[config.mk]
export PLATFORM = sky130hd
export DESIGN_NAME = keypad_event_scanner_flat
export DESIGN_NICKNAME = d
export VERILOG_FILES = /design/src/rtl/keypad_event_scanner_if.sv /design/src/rtl/keypad_event_scanner.sv /design/src/flat_wrapper.sv
export SDC_FILE = /design/constraint.sdc
export NUM_CORES = 1
export LEC_CHECK = 0
export BUFFER_PORTS_ARGS = -buffer_cell sky130_fd_sc_hd__buf_2
export CAP_MARGIN = 10
export CORE_MARGIN = 1
export CORE_UTILIZATION = 47
export DETAILED_ROUTE_END_ITERATION = 7
export HOLD_SLACK_MARGIN = 0.12
export PLACE_DENSITY = 0.7
export SYNTH_ARGS = -nofsm -noshare
export SYNTH_HDL_FRONTEND = slang
export SYNTH_SLANG_ARGS = --single-unit
[constraint.sdc]
create_clock -name scanClock -period 9.43 [get_ports scanClock]
set_input_delay 1.4145 -clock scanClock [delete_from_list [all_inputs] [get_ports scanClock]]
set_output_delay 1.4145 -clock scanClock [all_outputs]
set_load 0.005 [all_outputs]
[src/rtl/keypad_event_scanner_if.sv]
// Key event handshake between the keypad scanner (master) and its consumer (slave).
interface keypad_event_scanner_if #(
    parameter int KEY_BITS = 4
);
    logic [KEY_BITS-1:0] keyCode;
    logic                keyValid;
    logic                keyRepeat;
    logic                keyAck;

    modport master (
        output keyCode,
        output keyValid,
        output keyRepeat,
        input  keyAck
    );

    modport slave (
        input  keyCode,
        input  keyValid,
        input  keyRepeat,
        output keyAck
    );
endinterface

[src/rtl/keypad_event_scanner.sv]
// Matrix keypad scanner: one-hot column drive, per-frame row sampling, frame-level
// debounce, press / auto-repeat events delivered over a valid/ack handshake.
module keypad_event_scanner #(
    parameter int ROWS            = 4,
    parameter int COLS            = 3,
    parameter int KEY_BITS        = 4,
    parameter int SCAN_DIV        = 1000,
    parameter int DEBOUNCE_FRAMES = 8,
    parameter int REPEAT_EN       = 0,
    parameter int REPEAT_DELAY    = 50,
    parameter int REPEAT_RATE     = 10
) (
    input  logic                    scanClock,
    input  logic                    reset,
    input  logic [ROWS-1:0]         keypadRows,
    output logic [COLS-1:0]         keypadColumns,
    output logic                    keyHeld,
    output logic                    overflow,
    keypad_event_scanner_if.master  evt
);
    localparam int SLOT_W = (SCAN_DIV > 1) ? $clog2(SCAN_DIV) : 1;
    localparam int COL_W  = (COLS > 1) ? $clog2(COLS) : 1;
    localparam int DB_W   = $clog2(DEBOUNCE_FRAMES + 1);
    localparam int REP_W  = $clog2(REPEAT_DELAY + REPEAT_RATE + 1);

    localparam logic [SLOT_W-1:0] SLOT_LAST = SLOT_W'(SCAN_DIV - 1);
    localparam logic [COL_W-1:0]  COL_LAST  = COL_W'(COLS - 1);
    localparam logic [DB_W-1:0]   DB_MAX    = DB_W'(DEBOUNCE_FRAMES);
    localparam logic [REP_W-1:0]  REP_FIRST = REP_W'(REPEAT_DELAY);
    localparam logic [REP_W-1:0]  REP_NEXT  = REP_W'(REPEAT_DELAY + REPEAT_RATE);

    // Scan state and per-frame intersection accumulator (hit count saturates at 2 = MULTI)
    logic [SLOT_W-1:0]   r_slot_cnt;
    logic [COL_W-1:0]    r_col_idx;
    logic [COLS-1:0]     r_cols;
    logic [1:0]          r_hit_cnt;
    logic [KEY_BITS-1:0] r_hit_code;

    // Debounce / repeat state; a frame result is {is_key, code}, code forced to 0 for NONE
    logic                r_prev_key;
    logic [KEY_BITS-1:0] r_prev_code;
    logic [DB_W-1:0]     r_match_cnt;
    logic                r_stable_key;
    logic [KEY_BITS-1:0] r_stable_code;
    logic [REP_W-1:0]    r_rep_cnt;

    // Event output registers
    logic [KEY_BITS-1:0] r_key_code;
    logic                r_key_valid;
    logic                r_key_repeat;
    logic                r_overflow;

    logic                w_slot_end;
    logic                w_frame_end;
    logic [COL_W-1:0]    w_col_next;
    logic [1:0]          w_row_hits;
    logic [KEY_BITS-1:0] w_row_base;
    logic [KEY_BITS-1:0] w_slot_code;
    logic [2:0]          w_sum;
    logic [1:0]          w_tot_hits;
    logic [KEY_BITS-1:0] w_tot_code;
    logic                w_res_key;
    logic [KEY_BITS-1:0] w_res_code;
    logic                w_match;
    logic [DB_W-1:0]     w_cnt_next;
    logic                w_accept;
    logic [REP_W-1:0]    w_rep_inc;
    logic                w_evt;
    logic                w_evt_rep;
    logic [KEY_BITS-1:0] w_evt_code;

    assign w_slot_end  = (r_slot_cnt == SLOT_LAST);
    assign w_frame_end = w_slot_end && (r_col_idx == COL_LAST);
    assign w_col_next  = (r_col_idx == COL_LAST) ? '0 : r_col_idx + 1'b1;

    // Count active rows in the driven column and form the code of the last one seen
    always_comb begin
        w_row_hits = 2'd0;
        w_row_base = '0;
        for (int r = 0; r < ROWS; r++) begin
            if (keypadRows[r]) begin
                if (w_row_hits != 2'd2) w_row_hits = w_row_hits + 2'd1;
                w_row_base = KEY_BITS'(r * COLS);
            end
        end
        w_slot_code = w_row_base + KEY_BITS'(r_col_idx);
        w_sum       = {1'b0, r_hit_cnt} + {1'b0, w_row_hits};
        w_tot_hits  = (w_sum > 3'd1) ? 2'd2 : w_sum[1:0];
        w_tot_code  = (w_row_hits != 2'd0) ? w_slot_code : r_hit_code;
        w_res_key   = (w_tot_hits == 2'd1);
        w_res_code  = w_res_key ? w_tot_code : '0;
    end

    // Debounce decision and event generation, evaluated on the frame-end cycle
    always_comb begin
        w_match    = (w_res_key == r_prev_key) && (w_res_code == r_prev_code);
        if (!w_match)                w_cnt_next = DB_W'(1);
        else if (r_match_cnt == DB_MAX) w_cnt_next = r_match_cnt;
        else                         w_cnt_next = r_match_cnt + 1'b1;
        w_accept   = (w_cnt_next == DB_MAX) &&
                     ((w_res_key != r_stable_key) || (w_res_code != r_stable_code));
        w_rep_inc  = r_rep_cnt + 1'b1;
        w_evt_rep  = w_frame_end && !w_accept && r_stable_key && (REPEAT_EN != 0) &&
                     ((w_rep_inc == REP_FIRST) || (w_rep_inc == REP_NEXT));
        w_evt      = (w_frame_end && w_accept && w_res_key) || w_evt_rep;
        w_evt_code = w_evt_rep ? r_stable_code : w_res_code;
    end

    // Column drive, slot timing and frame accumulation
    always_ff @(posedge scanClock) begin
        if (reset) begin
            r_slot_cnt <= '0;
            r_col_idx  <= '0;
            r_cols     <= COLS'(1);
            r_hit_cnt  <= 2'd0;
            r_hit_code <= '0;
        end else if (w_slot_end) begin
            r_slot_cnt <= '0;
            r_col_idx  <= w_col_next;
            r_cols     <= COLS'(1) << w_col_next;
            r_hit_cnt  <= w_frame_end ? 2'd0 : w_tot_hits;
            r_hit_code <= w_frame_end ? '0 : w_tot_code;
        end else begin
            r_slot_cnt <= r_slot_cnt + 1'b1;
        end
    end

    // Frame-end update of debounce history, stable state and repeat frame counter
    always_ff @(posedge scanClock) begin
        if (reset) begin
            r_prev_key    <= 1'b0;
            r_prev_code   <= '0;
            r_match_cnt   <= '0;
            r_stable_key  <= 1'b0;
            r_stable_code <= '0;
            r_rep_cnt     <= '0;
        end else if (w_frame_end) begin
            r_prev_key  <= w_res_key;
            r_prev_code <= w_res_code;
            r_match_cnt <= w_cnt_next;
            if (w_accept) begin
                r_stable_key  <= w_res_key;
                r_stable_code <= w_res_code;
                r_rep_cnt     <= '0;
            end else if (r_stable_key && (REPEAT_EN != 0)) begin
                r_rep_cnt <= (w_rep_inc == REP_NEXT) ? REP_FIRST : w_rep_inc;
            end
        end
    end

    // Handshake: load on free slot or same-cycle ack, otherwise drop and flag overflow
    always_ff @(posedge scanClock) begin
        if (reset) begin
            r_key_code   <= '0;
            r_key_valid  <= 1'b0;
            r_key_repeat <= 1'b0;
            r_overflow   <= 1'b0;
        end else if (!r_key_valid || evt.keyAck) begin
            r_key_valid <= w_evt;
            if (w_evt) begin
                r_key_code   <= w_evt_code;
                r_key_repeat <= w_evt_rep;
            end
        end else if (w_evt) begin
            r_overflow <= 1'b1;
        end
    end

    assign keypadColumns = r_cols;
    assign keyHeld       = r_stable_key;
    assign overflow      = r_overflow;
    assign evt.keyCode   = r_key_code;
    assign evt.keyValid  = r_key_valid;
    assign evt.keyRepeat = r_key_repeat;
endmodule

[src/flat_wrapper.sv]
// flat-port wrapper written by rule: the top's interface ports become plain ports
module keypad_event_scanner_flat 
#(
    parameter int ROWS            = 4,
    parameter int COLS            = 3,
    parameter int KEY_BITS        = 4,
    parameter int SCAN_DIV        = 1000,
    parameter int DEBOUNCE_FRAMES = 8,
    parameter int REPEAT_EN       = 0,
    parameter int REPEAT_DELAY    = 50,
    parameter int REPEAT_RATE     = 10
)
  (scanClock, reset, keypadRows, keypadColumns, keyHeld, overflow, evt_keyCode, evt_keyValid, evt_keyRepeat, evt_keyAck);
  keypad_event_scanner_if #(.KEY_BITS(KEY_BITS)) evt_i ();
  input  logic scanClock;
  input  logic reset;
  input  logic [ROWS-1:0] keypadRows;
  output logic [COLS-1:0] keypadColumns;
  output logic keyHeld;
  output logic overflow;
  output wire logic [$bits(evt_i.keyCode)-1:0] evt_keyCode;
  output wire logic [$bits(evt_i.keyValid)-1:0] evt_keyValid;
  output wire logic [$bits(evt_i.keyRepeat)-1:0] evt_keyRepeat;
  input wire logic [$bits(evt_i.keyAck)-1:0] evt_keyAck;
  assign evt_keyCode = evt_i.keyCode;
  assign evt_keyValid = evt_i.keyValid;
  assign evt_keyRepeat = evt_i.keyRepeat;
  assign evt_i.keyAck = evt_keyAck;
  keypad_event_scanner #(.ROWS(ROWS), .COLS(COLS), .KEY_BITS(KEY_BITS), .SCAN_DIV(SCAN_DIV), .DEBOUNCE_FRAMES(DEBOUNCE_FRAMES), .REPEAT_EN(REPEAT_EN), .REPEAT_DELAY(REPEAT_DELAY), .REPEAT_RATE(REPEAT_RATE)) u_core (.scanClock(scanClock), .reset(reset), .keypadRows(keypadRows), .keypadColumns(keypadColumns), .keyHeld(keyHeld), .overflow(overflow), .evt(evt_i));
endmodule
==> flow_metrics.env, run 1 <==
export IMPL_clk_pin_slew_worst_setup_hold_paths_ps=80
export IMPL_fin_skew_ps=6.90
export IMPL_maximum_number_of_pins_on_one_net_before_global_route_repair=39
export IMPL_post_cts_resize_count=0
export IMPL_place_congestion=0.949
export IMPL_final_max_slew_viols=0
export IMPL_postLayoutSetupSlackWorst_ps=4360
export IMPL_port_buffers=16
export IMPL_globalRouteOverflowTotal=0
export IMPL_number_of_storage_elements_in_the_synthesis_netlist=39
export IMPL_chipWidth_um=74.8
export IMPL_timing_worst_slew_pin_value_ps=676
export IMPL_relSlewSlack=0.547
export IMPL_min_path_type="flop to flop"
export IMPL_synth_cell_type_count=61
export IMPL_globalRouteTotalUtil=0.189
export IMPL_amount_of_wire_on_met3_after_detailed_routing_um=148
export IMPL_met2WireLength_um=2120
export IMPL_worstSetupPathType="input port to flop"
export IMPL_flow_area_growth_from_synthesis_pct=8.63
export IMPL_whs_ps=453
export IMPL_fin_crit_ps=5070
export IMPL_synth_area_mm2=0.00249
export IMPL_floorplan_io_pins=18
export IMPL_finish_net_count=302
export IMPL_yosysWarnings=0
export IMPL_route_detailed_drc=0
export IMPL_synth_flop_cell="dfxtp_1"
export IMPL_cts_root_buf="clkbuf_8"
export IMPL_final_setup_viol_count=0
export IMPL_max_freq_ghz=0.197
export IMPL_top_layer="met4"
export IMPL_clock_tree_from_tritoncts="yes"
export IMPL_yosysSeqAreaShare=0.313
export IMPL_h_tree_depth=2
export IMPL_power_leakage_nw=1.03
export IMPL_number_of_synthesized_flops_with_an_enable_pin=0
export IMPL_cts_buffer_depth=2
export IMPL_power_total_uw=360
export IMPL_worstSetupEndpointType="flop"
export IMPL_status="complete, no violations"
export IMPL_synth_fp_nets=291
export IMPL_r2r_start="u_core.r_hit_cnt[0]$_SDFFE_PP0P_"
export IMPL_cts_hold_buffers=0
export IMPL_synth_avg_cell_area_um2=9.17
export IMPL_grt_setup_unrepaired="false"
export IMPL_worst_hold_path_num_cells=1
export IMPL_vdd_drop_max_mv=0.0774
export IMPL_antenna_found_initial=0
export IMPL_totalWireLength_um=4710
export IMPL_drt_vias_per_instance=5.41
export IMPL_drt_iter0_markers=115
export IMPL_ant_nets=0
export IMPL_vias=1915
export IMPL_worstHoldEndpoint="u_core.r_slot_cnt[0]$_SDFF_PP0_"
export IMPL_reg2regPathDepth=9
export IMPL_tritoncts_num_buffers=5
export IMPL_core_region_area_mm2=0.00511
export IMPL_antenna_diode_count=0
export IMPL_design_die_area_mm2=0.00560
export IMPL_ff2ff_setup_slack_ps=6290
export IMPL_start_util=0.488
export IMPL_first_global_vias=1683
export IMPL_clock_latency_ps=300
export IMPL_async_set_or_reset_flop_fraction_in_the_synthesized_netlist=0
export IMPL_die_h_um=74.8
export IMPL_synth_cells=272
export IMPL_worstSetupStartpointType="input port"
export IMPL_dpl_hpwl_um=3520
export IMPL_cts_num_sinks=39
export IMPL_finalHoldViolCount=0
export IMPL_tns_ps=0
export IMPL_post_route_util=0.530
export IMPL_regToRegEndpoint="u_core.r_stable_code[3]$_SDFFE_PP0P_"
export IMPL_fp_row_count=26
export IMPL_dr_wl_cell_um=13.3
export IMPL_timing_critical_path_arrival_ps=5260
export IMPL_cts_repair_timing_setup_buffer_count=0
export IMPL_dp_worst_setup_slack_ps=4070
export IMPL_layout_drive_gt1_share=0.187
export IMPL_powerDensity_mw_per_mm2=133
export IMPL_worst_ep_required_time_ps=9620
export IMPL_min_from="u_core.r_slot_cnt[0]$_SDFF_PP0_"
export IMPL_timing_max_cap_violations=0
export IMPL_critical_path_maximum_fanout=10
export IMPL_share_of_the_clock_period_used_by_the_worst_path=0.538
export IMPL_grt_first_pass_wirelength_um=8050
export IMPL_dr_pass1_iters=6
export IMPL_drt_met1_wl_um=2390
logic make-up after synthesis:
family | synth area share
other | 0.00150
adders and majority gates | 0.0662
and+or+nand+nor | 0.262
xor gates and xnor gates | 0.0582
DFF | 0.313
muxes | 0.0813
AOI/OAI and AO/OA | 0.172
buffers and inverters | 0.0457
through the flow:
step,cells,cell area [um^2]
final,354,2710
after global routing,354,2710
after CTS,354,2710
after detailed placement,346,2600
after global placement,346,2600
after floorplan,272,2490
sequential cells by signal (all words and copies together) (netlist names):
| register | flops |
|---|---|
| u_core.evt.keyValid | 1 |
| u_core.keypadColumns | 3 |
| u_core.evt.keyCode | 4 |
| u_core.keyHeld | 1 |
| u_core.overflow | 1 |
| u_core.r_slot_cnt | 10 |
| u_core.r_hit_cnt | 2 |
| u_core.r_prev_code | 4 |
| u_core.r_match_cnt | 4 |
| u_core.r_prev_key | 1 |
| u_core.r_stable_code | 4 |
| u_core.r_hit_code | 4 |
routing by layer:
layer,GRT usage,vias to the layer above
met2,0.293,25
met4,0.0566,0
met1,0.264,892
met3,0.0388,6
li1,-,992
met5,0,-
cell type report:
cell class,count,area [um^2]
clock inverter,3,43.8
tap,70,87.6
timing repair buffer,17,87.6
fill,495,2400
clock buffer,5,68.8
multi-input combinational,209,1600
sequential,39,781
inverter,11,41.3
critical path, cell delays in order:
cell       delay (ps)
buf_2             100
inv_1              70
ha_1              350
mux2i_1           200
ha_1              230
inv_1              50
mux2i_1           150
ha_1              170
inv_1              50
fa_1              530
nand3_1           400
a211oi_4          500
xnor2_2           170
o311ai_2          170
o2111ai_4         380
mux2_4            330
worst max path at each step:
stage / startpoint / to / slack, ps / cells after the start
6_report: keypadRows[1] / u_core.r_stable_code[3]$_SDFFE_PP0P_ / 4360 / 16
5_1_grt: keypadRows[1] / u_core.r_stable_code[0]$_SDFFE_PP0P_ / 4160 / 17
4_1_cts: keypadRows[1] / u_core.r_stable_code[3]$_SDFFE_PP0P_ / 4380 / 14
3_5_place_dp: keypadRows[1] / u_core.r_stable_code[0]$_SDFFE_PP0P_ / 4070 / 14
3_3_place_gp: keypadRows[1] / u_core.r_stable_code[3]$_SDFFE_PP0P_ / 4150 / 14
2_1_floorplan: keypadRows[1] / u_core.r_stable_code[0]$_SDFFE_PP0P_ / 4490 / 15
where the power goes:
group          leakage, nW  switching, mW  internal, mW
combinational        0.661         0.0339        0.0193
clock               0.0581         0.0613        0.0788
sequential           0.315       0.000850         0.166
synthesized netlist by cell type (3+ instances only):
| cell | n | share of area |
|---|---|---|
| mux2i_1 | 9 | 0.036 |
| a211o_1 | 3 | 0.011 |
| xor2_1 | 7 | 0.025 |
| dfxtp_1 | 39 | 0.31 |
| nand4_1 | 3 | 0.0075 |
| and2_1 | 7 | 0.018 |
| nor2b_1 | 9 | 0.023 |
| nand2b_1 | 12 | 0.030 |
| nand2_1 | 17 | 0.026 |
| mux2_4 | 6 | 0.036 |
| and3_1 | 3 | 0.0075 |
| xnor2_1 | 4 | 0.014 |
| a211oi_1 | 3 | 0.0090 |
| nand3_1 | 8 | 0.016 |
| ha_1 | 10 | 0.050 |
| o21ai_0 | 8 | 0.016 |
| a21oi_1 | 11 | 0.022 |
| inv_1 | 11 | 0.017 |
| clkbuf_1 | 8 | 0.012 |
| nor2_1 | 33 | 0.050 |
| nor3_1 | 9 | 0.018 |
cells in the final DEF (no fill, tap or decap), types with 3 or more instances in the layout:
master	netlist	layout
ha_1	10	10
xnor2_1	4	4
mux2_4	6	6
nand3_1	8	8
xor2_1	7	7
clkbuf_8	0	5
nand2b_1	12	12
mux2i_1	9	9
a211o_1	3	3
nor3_1	9	9
and3_1	3	3
a21oi_1	11	11
nand4_1	3	3
dfxtp_1	39	39
nor2b_1	9	9
o21ai_0	8	8
a211oi_1	3	3
nor2_1	33	33
and2_1	7	7
buf_2	1	16
inv_1	11	11
nand2_1	17	17
Note: power is estimated with default switching activity, not from simulation.
==> inputs of run 2 (changes only) <==
Clock period 9.43 ns to 5.2 ns, I/O delays scaled along.
==> flow_metrics.env, run 2 (same netlist as run 1, synthesis figures left out) <==
export IMPL_fp_row_count=26
export IMPL_timing_worst_slew_pin_value_ps=1130
export IMPL_design_die_area_mm2=0.00560
export IMPL_vias=1900
export IMPL_dpl_cell_count=346
export IMPL_chipWidth_um=74.8
export IMPL_min_from="u_core.r_slot_cnt[0]$_SDFF_PP0_"
export IMPL_flow_area_growth_from_synthesis_pct=8.63
export IMPL_worst_ep_required_time_ps=5390
export IMPL_grt_setup_unrepaired="false"
export IMPL_clock_tree_from_tritoncts="yes"
export IMPL_antenna_found_initial=0
export IMPL_post_cts_resize_count=0
export IMPL_critical_path_maximum_fanout=8
export IMPL_largest_incremental_delay_on_the_critical_path_ps=520
export IMPL_postPlaceCellArea_mm2=0.00260
export IMPL_power_total_uw=657
export IMPL_status="complete, no violations"
export IMPL_r2r_start="u_core.r_slot_cnt[0]$_SDFF_PP0_"
export IMPL_whs_ps=461
export IMPL_cts_repair_timing_setup_buffer_count=0
export IMPL_globalRouteOverflowTotal=0
export IMPL_antenna_diode_count=0
export IMPL_start_util=0.488
export IMPL_timing_critical_path_arrival_ps=4460
export IMPL_mostFrequentLayoutCells="dfxtp_1 (39), nor2_1 (33), nand2_1 (17), buf_2 (16), nand2b_1 (12)"
export IMPL_p_int_uw=479
export IMPL_largest_reg_flops=10
export IMPL_drt_iter0_markers=129
export IMPL_p_comb_frac=0.150
export IMPL_route_detailed_drc=0
export IMPL_grt_first_pass_wirelength_um=8100
export IMPL_core_region_area_mm2=0.00511
export IMPL_clock_latency_ps=290
export IMPL_dpl_hpwl_um=3510
export IMPL_final_setup_viol_count=0
export IMPL_vdd_drop_max_mv=0.133
export IMPL_layout_drive_gt1_share=0.187
export IMPL_cts_hold_buffers=0
export IMPL_cts_num_sinks=39
export IMPL_max_freq_ghz=0.234
export IMPL_critical_path_startpoint="keypadRows[1]"
export IMPL_finish_net_count=302
export IMPL_die_h_um=74.8
export IMPL_ff2ff_setup_slack_ps=1480
export IMPL_mostFrequentLayoutCell="dfxtp_1"
export IMPL_dr_wl_cell_um=13.5
export IMPL_finalHoldViolCount=0
export IMPL_h_tree_depth=2
export IMPL_netSwitchingFraction=0.271
export IMPL_timing_max_cap_violations=0
export IMPL_fin_skew_ps=5.86
export IMPL_totalWireLength_um=4770
export IMPL_worstSetupStartpointType="input port"
export IMPL_drt_vias_per_instance=5.37
export IMPL_fin_crit_ps=4270
export IMPL_regToRegEndpoint="u_core.evt.keyCode[0]$_SDFFE_PP0P_"
export IMPL_min_path_type="flop to flop"
export IMPL_clkPwrFrac=0.391
export IMPL_switchingPower_uw=178
export IMPL_maximum_number_of_pins_on_one_net_before_global_route_repair=39
export IMPL_first_global_vias=1696
export IMPL_post_layout_nonfiller_instances=354
export IMPL_cts_root_buf="clkbuf_8"
export IMPL_port_buffers=16
export IMPL_clk_pin_slew_worst_setup_hold_paths_ps=80
export IMPL_finish_instance_area_mm2=0.00271
export IMPL_power_frac_seq=0.459
export IMPL_ant_nets=0
export IMPL_worstSetupEndpointType="flop"
export IMPL_dr_pass1_iters=6
export IMPL_tns_ps=0
export IMPL_final_max_slew_viols=0
export IMPL_place_congestion=0.935
export IMPL_worst_hold_path_num_cells=1
export IMPL_relSlewSlack=0.243
export IMPL_floorplan_io_pins=18
export IMPL_worstSetupPathType="input port to flop"
export IMPL_crit_path_cell_trace="buf_2, inv_1, ha_1, mux2i_1, ha_1, inv_1, mux2i_1, ha_1, inv_1, fa_1, and3_1, o311a_1, a31oi_4, xor2_1, o311ai_2, o2111ai_4, mux2_4"
export IMPL_power_leakage_nw=1.03
export IMPL_worstHoldEndpoint="u_core.r_slot_cnt[0]$_SDFF_PP0_"
export IMPL_share_of_the_clock_period_used_by_the_worst_path=0.821
export IMPL_cts_buffer_depth=2
export IMPL_tritoncts_num_buffers=5
export IMPL_globalRouteTotalUtil=0.188
export IMPL_reg2regPathDepth=8
export IMPL_register_name_with_the_most_flops="u_core.r_slot_cnt"
export IMPL_fillers=480
export IMPL_powerDensity_mw_per_mm2=243
export IMPL_cpMaxStageDelayCell="fa_1"
run 2: cell counts in the layout (fill, tap and decap cells not counted):
Identical to the previous run, type by type.
run 2: metal layers:
metal / part of all wire / wire length, um / GRT usage / vias up
li1: - / - / - / 988
met1: 0.51 / 2440 / 0.273 / 885
met2: 0.46 / 2170 / 0.291 / 27
met3: 0.033 / 156 / 0.0415 / 0
met4: 0 / 0 / 0.0314 / 0
met5: 0 / 0 / 0 / -
run 2: power by group through the flow:
stage / clock, mW / combinational [mW] / sequential [mW]
after CTS: 0.263 / 0.0980 / 0.302
after floorplan: 0 / 0.0825 / 0.309
after global placement: 0 / 0.0964 / 0.309
final: 0.257 / 0.0983 / 0.302
after global routing: 0.273 / 0.108 / 0.302
after detailed placement: 0 / 0.0977 / 0.309
run 2: final cells by class:
type	count	area [um^2]	area share
Clock buffer	5	68.8	0.0254
Clock inverter	3	43.8	0.0162
Inverter	11	41.3	0.0152
Multi-Input combinational cell	209	1600	0.590
Sequential cell	39	781	0.288
Tap cell	70	87.6	0.0323
Timing Repair Buffer	17	87.6	0.0323
run 2: how the worst max path moves through the flow:
| stage | to | slack (ps) | cells past startpoint |
|---|---|---|---|
| floorplan | u_core.r_stable_code[0]$_SDFFE_PP0P_ | 900 | 15 |
| global placement | u_core.r_stable_code[1]$_SDFFE_PP0P_ | 740 | 15 |
| detailed placement | u_core.r_stable_code[3]$_SDFFE_PP0P_ | 660 | 15 |
| CTS | u_core.r_stable_code[3]$_SDFFE_PP0P_ | 970 | 17 |
| global route | u_core.r_stable_code[3]$_SDFFE_PP0P_ | 720 | 17 |
| finish | u_core.r_stable_code[1]$_SDFFE_PP0P_ | 930 | 17 |
run 2: per-stage QoR:
stage,setup slack (ps),util
floorplan,898,-
global placement,737,0.508
detailed placement,664,0.508
CTS,974,0.530
global route,716,0.530
finish,932,0.530
run 2: worst max-delay path: cells and delay by family:
family	cells	cell delay [ps]
xor gates and xnor gates	1	200
buffers and inverters	4	260
AOI/OAI and AO/OA	4	890
muxes	3	680
and+or+nand+nor	1	370
adders and majority gates	4	1270
==> inputs of run 3 (changes only) <==
Clock period 5.2 ns to 4 ns, I/O delays scaled along.
==> flow_metrics.env, run 3 (same netlist as run 1, synthesis figures left out) <==
export IMPL_met1_usage=0.258
export IMPL_clk_pin_slew_worst_setup_hold_paths_ps=90
export IMPL_grt_first_pass_wirelength_um=8520
export IMPL_ant_nets=0
export IMPL_totalWireLength_um=5060
export IMPL_fillers=486
export IMPL_vias=1972
export IMPL_multi_input_comb_area_mm2=0.00164
export IMPL_largest_reg_flops=10
export IMPL_start_util=0.488
export IMPL_clock_tree_from_tritoncts="yes"
export IMPL_cts_num_sinks=39
export IMPL_cts_hold_buffers=0
export IMPL_h_tree_depth=2
export IMPL_finalHoldViolCount=0
export IMPL_dr_wl_cell_um=13.8
export IMPL_max_freq_ghz=0.268
export IMPL_route_detailed_drc=0
export IMPL_regArea_um2=781
export IMPL_register_name_with_the_most_flops="u_core.r_slot_cnt"
export IMPL_status="complete, no violations"
export IMPL_ff2ff_setup_slack_ps=1120
export IMPL_mostFrequentLayoutCells="dfxtp_1 (39), nor2_1 (33), nand2_1 (17), buf_2 (16), buf_4 (14)"
export IMPL_met3_resource_use_gr=0.0402
export IMPL_antenna_diode_count=0
export IMPL_mostFrequentLayoutCell="dfxtp_1"
export IMPL_busiest_grt_layer="met2"
export IMPL_tns_ps=0
export IMPL_min_path_type="flop to flop"
export IMPL_power_leakage_nw=1.09
export IMPL_chipWidth_um=74.8
export IMPL_relSlewSlack=0.550
export IMPL_timing_worst_slew_pin_value_ps=671
export IMPL_whs_ps=461
export IMPL_layout_drive_gt1_share=0.239
export IMPL_clock_latency_ps=290
export IMPL_worstSetupPathType="input port to flop"
export IMPL_cts_buffer_depth=2
export IMPL_fp_row_count=26
export IMPL_first_global_vias=1861
export IMPL_core_region_area_mm2=0.00511
export IMPL_post_route_util=0.558
export IMPL_vdd_drop_max_mv=0.179
export IMPL_share_of_the_clock_period_used_by_the_worst_path=0.934
export IMPL_place_congestion=0.776
export IMPL_dr_pass1_iters=4
export IMPL_maximum_number_of_pins_on_one_net_before_global_route_repair=39
export IMPL_worstSetupStartpointType="input port"
export IMPL_worst_ep_required_time_ps=4180
export IMPL_powerDensity_mw_per_mm2=309
export IMPL_globalRouteTotalUtil=0.199
export IMPL_drt_vias_per_instance=5.37
export IMPL_final_setup_viol_count=0
export IMPL_timing_critical_path_arrival_ps=3920
export IMPL_timing_max_cap_violations=0
export IMPL_final_max_slew_viols=0
export IMPL_cts_root_buf="clkbuf_8"
export IMPL_finish_net_count=315
export IMPL_die_h_um=74.8
export IMPL_tritoncts_num_buffers=5
export IMPL_critical_path_maximum_fanout=7
export IMPL_grt_setup_unrepaired="false"
export IMPL_fin_crit_ps=3730
export IMPL_globalRouteOverflowTotal=0
export IMPL_drt_iter0_markers=76
export IMPL_antenna_found_initial=0
export IMPL_flow_area_growth_from_synthesis_pct=14.3
export IMPL_port_buffers=16
export IMPL_fin_skew_ps=9.46
export IMPL_worstSetupEndpointType="flop"
export IMPL_dpl_hpwl_um=3720
export IMPL_global_route_usage_met2=0.338
export IMPL_design_die_area_mm2=0.00560
export IMPL_floorplan_io_pins=18
## run 3: area by class of cell
type,count,area share
repair buffers,30,0.0650
clock inverters,3,0.0162
inverters,11,0.0145
well taps,70,0.0307
flip-flops and latches,39,0.274
multi-input cells,209,0.576
clock buffers,5,0.0241
## run 3: metrics by stage
stage / power [mW] / setup slack [ps] / area (um^2) / instances
2_1_floorplan: 0.511 / 62.5 / 2510 / 272
3_3_place_gp: 0.541 / -10.1 / 2700 / 358
3_5_place_dp: 0.544 / -113 / 2700 / 358
4_1_cts: 0.884 / 193 / 2810 / 366
5_1_grt: 0.923 / 30.8 / 2850 / 367
6_report: 0.882 / 266 / 2850 / 367
## run 3: power breakdown
| part | leakage [nW] | total (mW) | internal (mW) | switching, mW |
|---|---|---|---|---|
| clock | 0.0548 | 0.342 | 0.188 | 0.154 |
| combinational | 0.725 | 0.147 | 0.0605 | 0.0866 |
| sequential | 0.315 | 0.393 | 0.390 | 0.00206 |
| total | 1.09 | 0.882 | 0.639 | 0.243 |
## run 3: path summary, 6_finish.rpt
check | start | end | depth (start not counted)
hold / removal | u_core.r_slot_cnt[0]$_SDFF_PP0_ | u_core.r_slot_cnt[0]$_SDFF_PP0_ | 1
setup / recovery | keypadRows[1] | u_core.r_stable_code[0]$_SDFFE_PP0P_ | 18
hold reg to reg | u_core.r_slot_cnt[0]$_SDFF_PP0_ | u_core.r_slot_cnt[0]$_SDFF_PP0_ | 1
setup reg to reg | u_core.r_slot_cnt[0]$_SDFF_PP0_ | u_core.evt.keyCode[1]$_SDFFE_PP0P_ | 9
## run 3: worst max-delay path, stage by stage
cell	delay [ps]
buf_2	120
inv_2	80
ha_1	180
inv_1	60
mux2i_1	180
ha_1	200
inv_1	40
mux2i_1	130
ha_1	160
inv_1	50
fa_1	470
and3_1	210
o311a_1	150
a31oi_4	240
xor2_2	210
o311ai_4	150
o2111ai_4	360
mux2_4	330
## run 3: metal layers
| layer | share of wire | wire [um] | vias up |
|---|---|---|---|
| met5 | 0 | 0 | - |
| met4 | 0.015 | 76 | 0 |
| met3 | 0.036 | 183 | 6 |
| met2 | 0.46 | 2350 | 36 |
| met1 | 0.48 | 2450 | 924 |
| li1 | - | - | 1006 |
## run 3: repair_timing
| action | in CTS | in global routing |
|---|---|---|
| resized for setup | 0 | 6 |
| setup buffers | 0 | 1 |
| setup endpoints to repair | 0 | 7 |
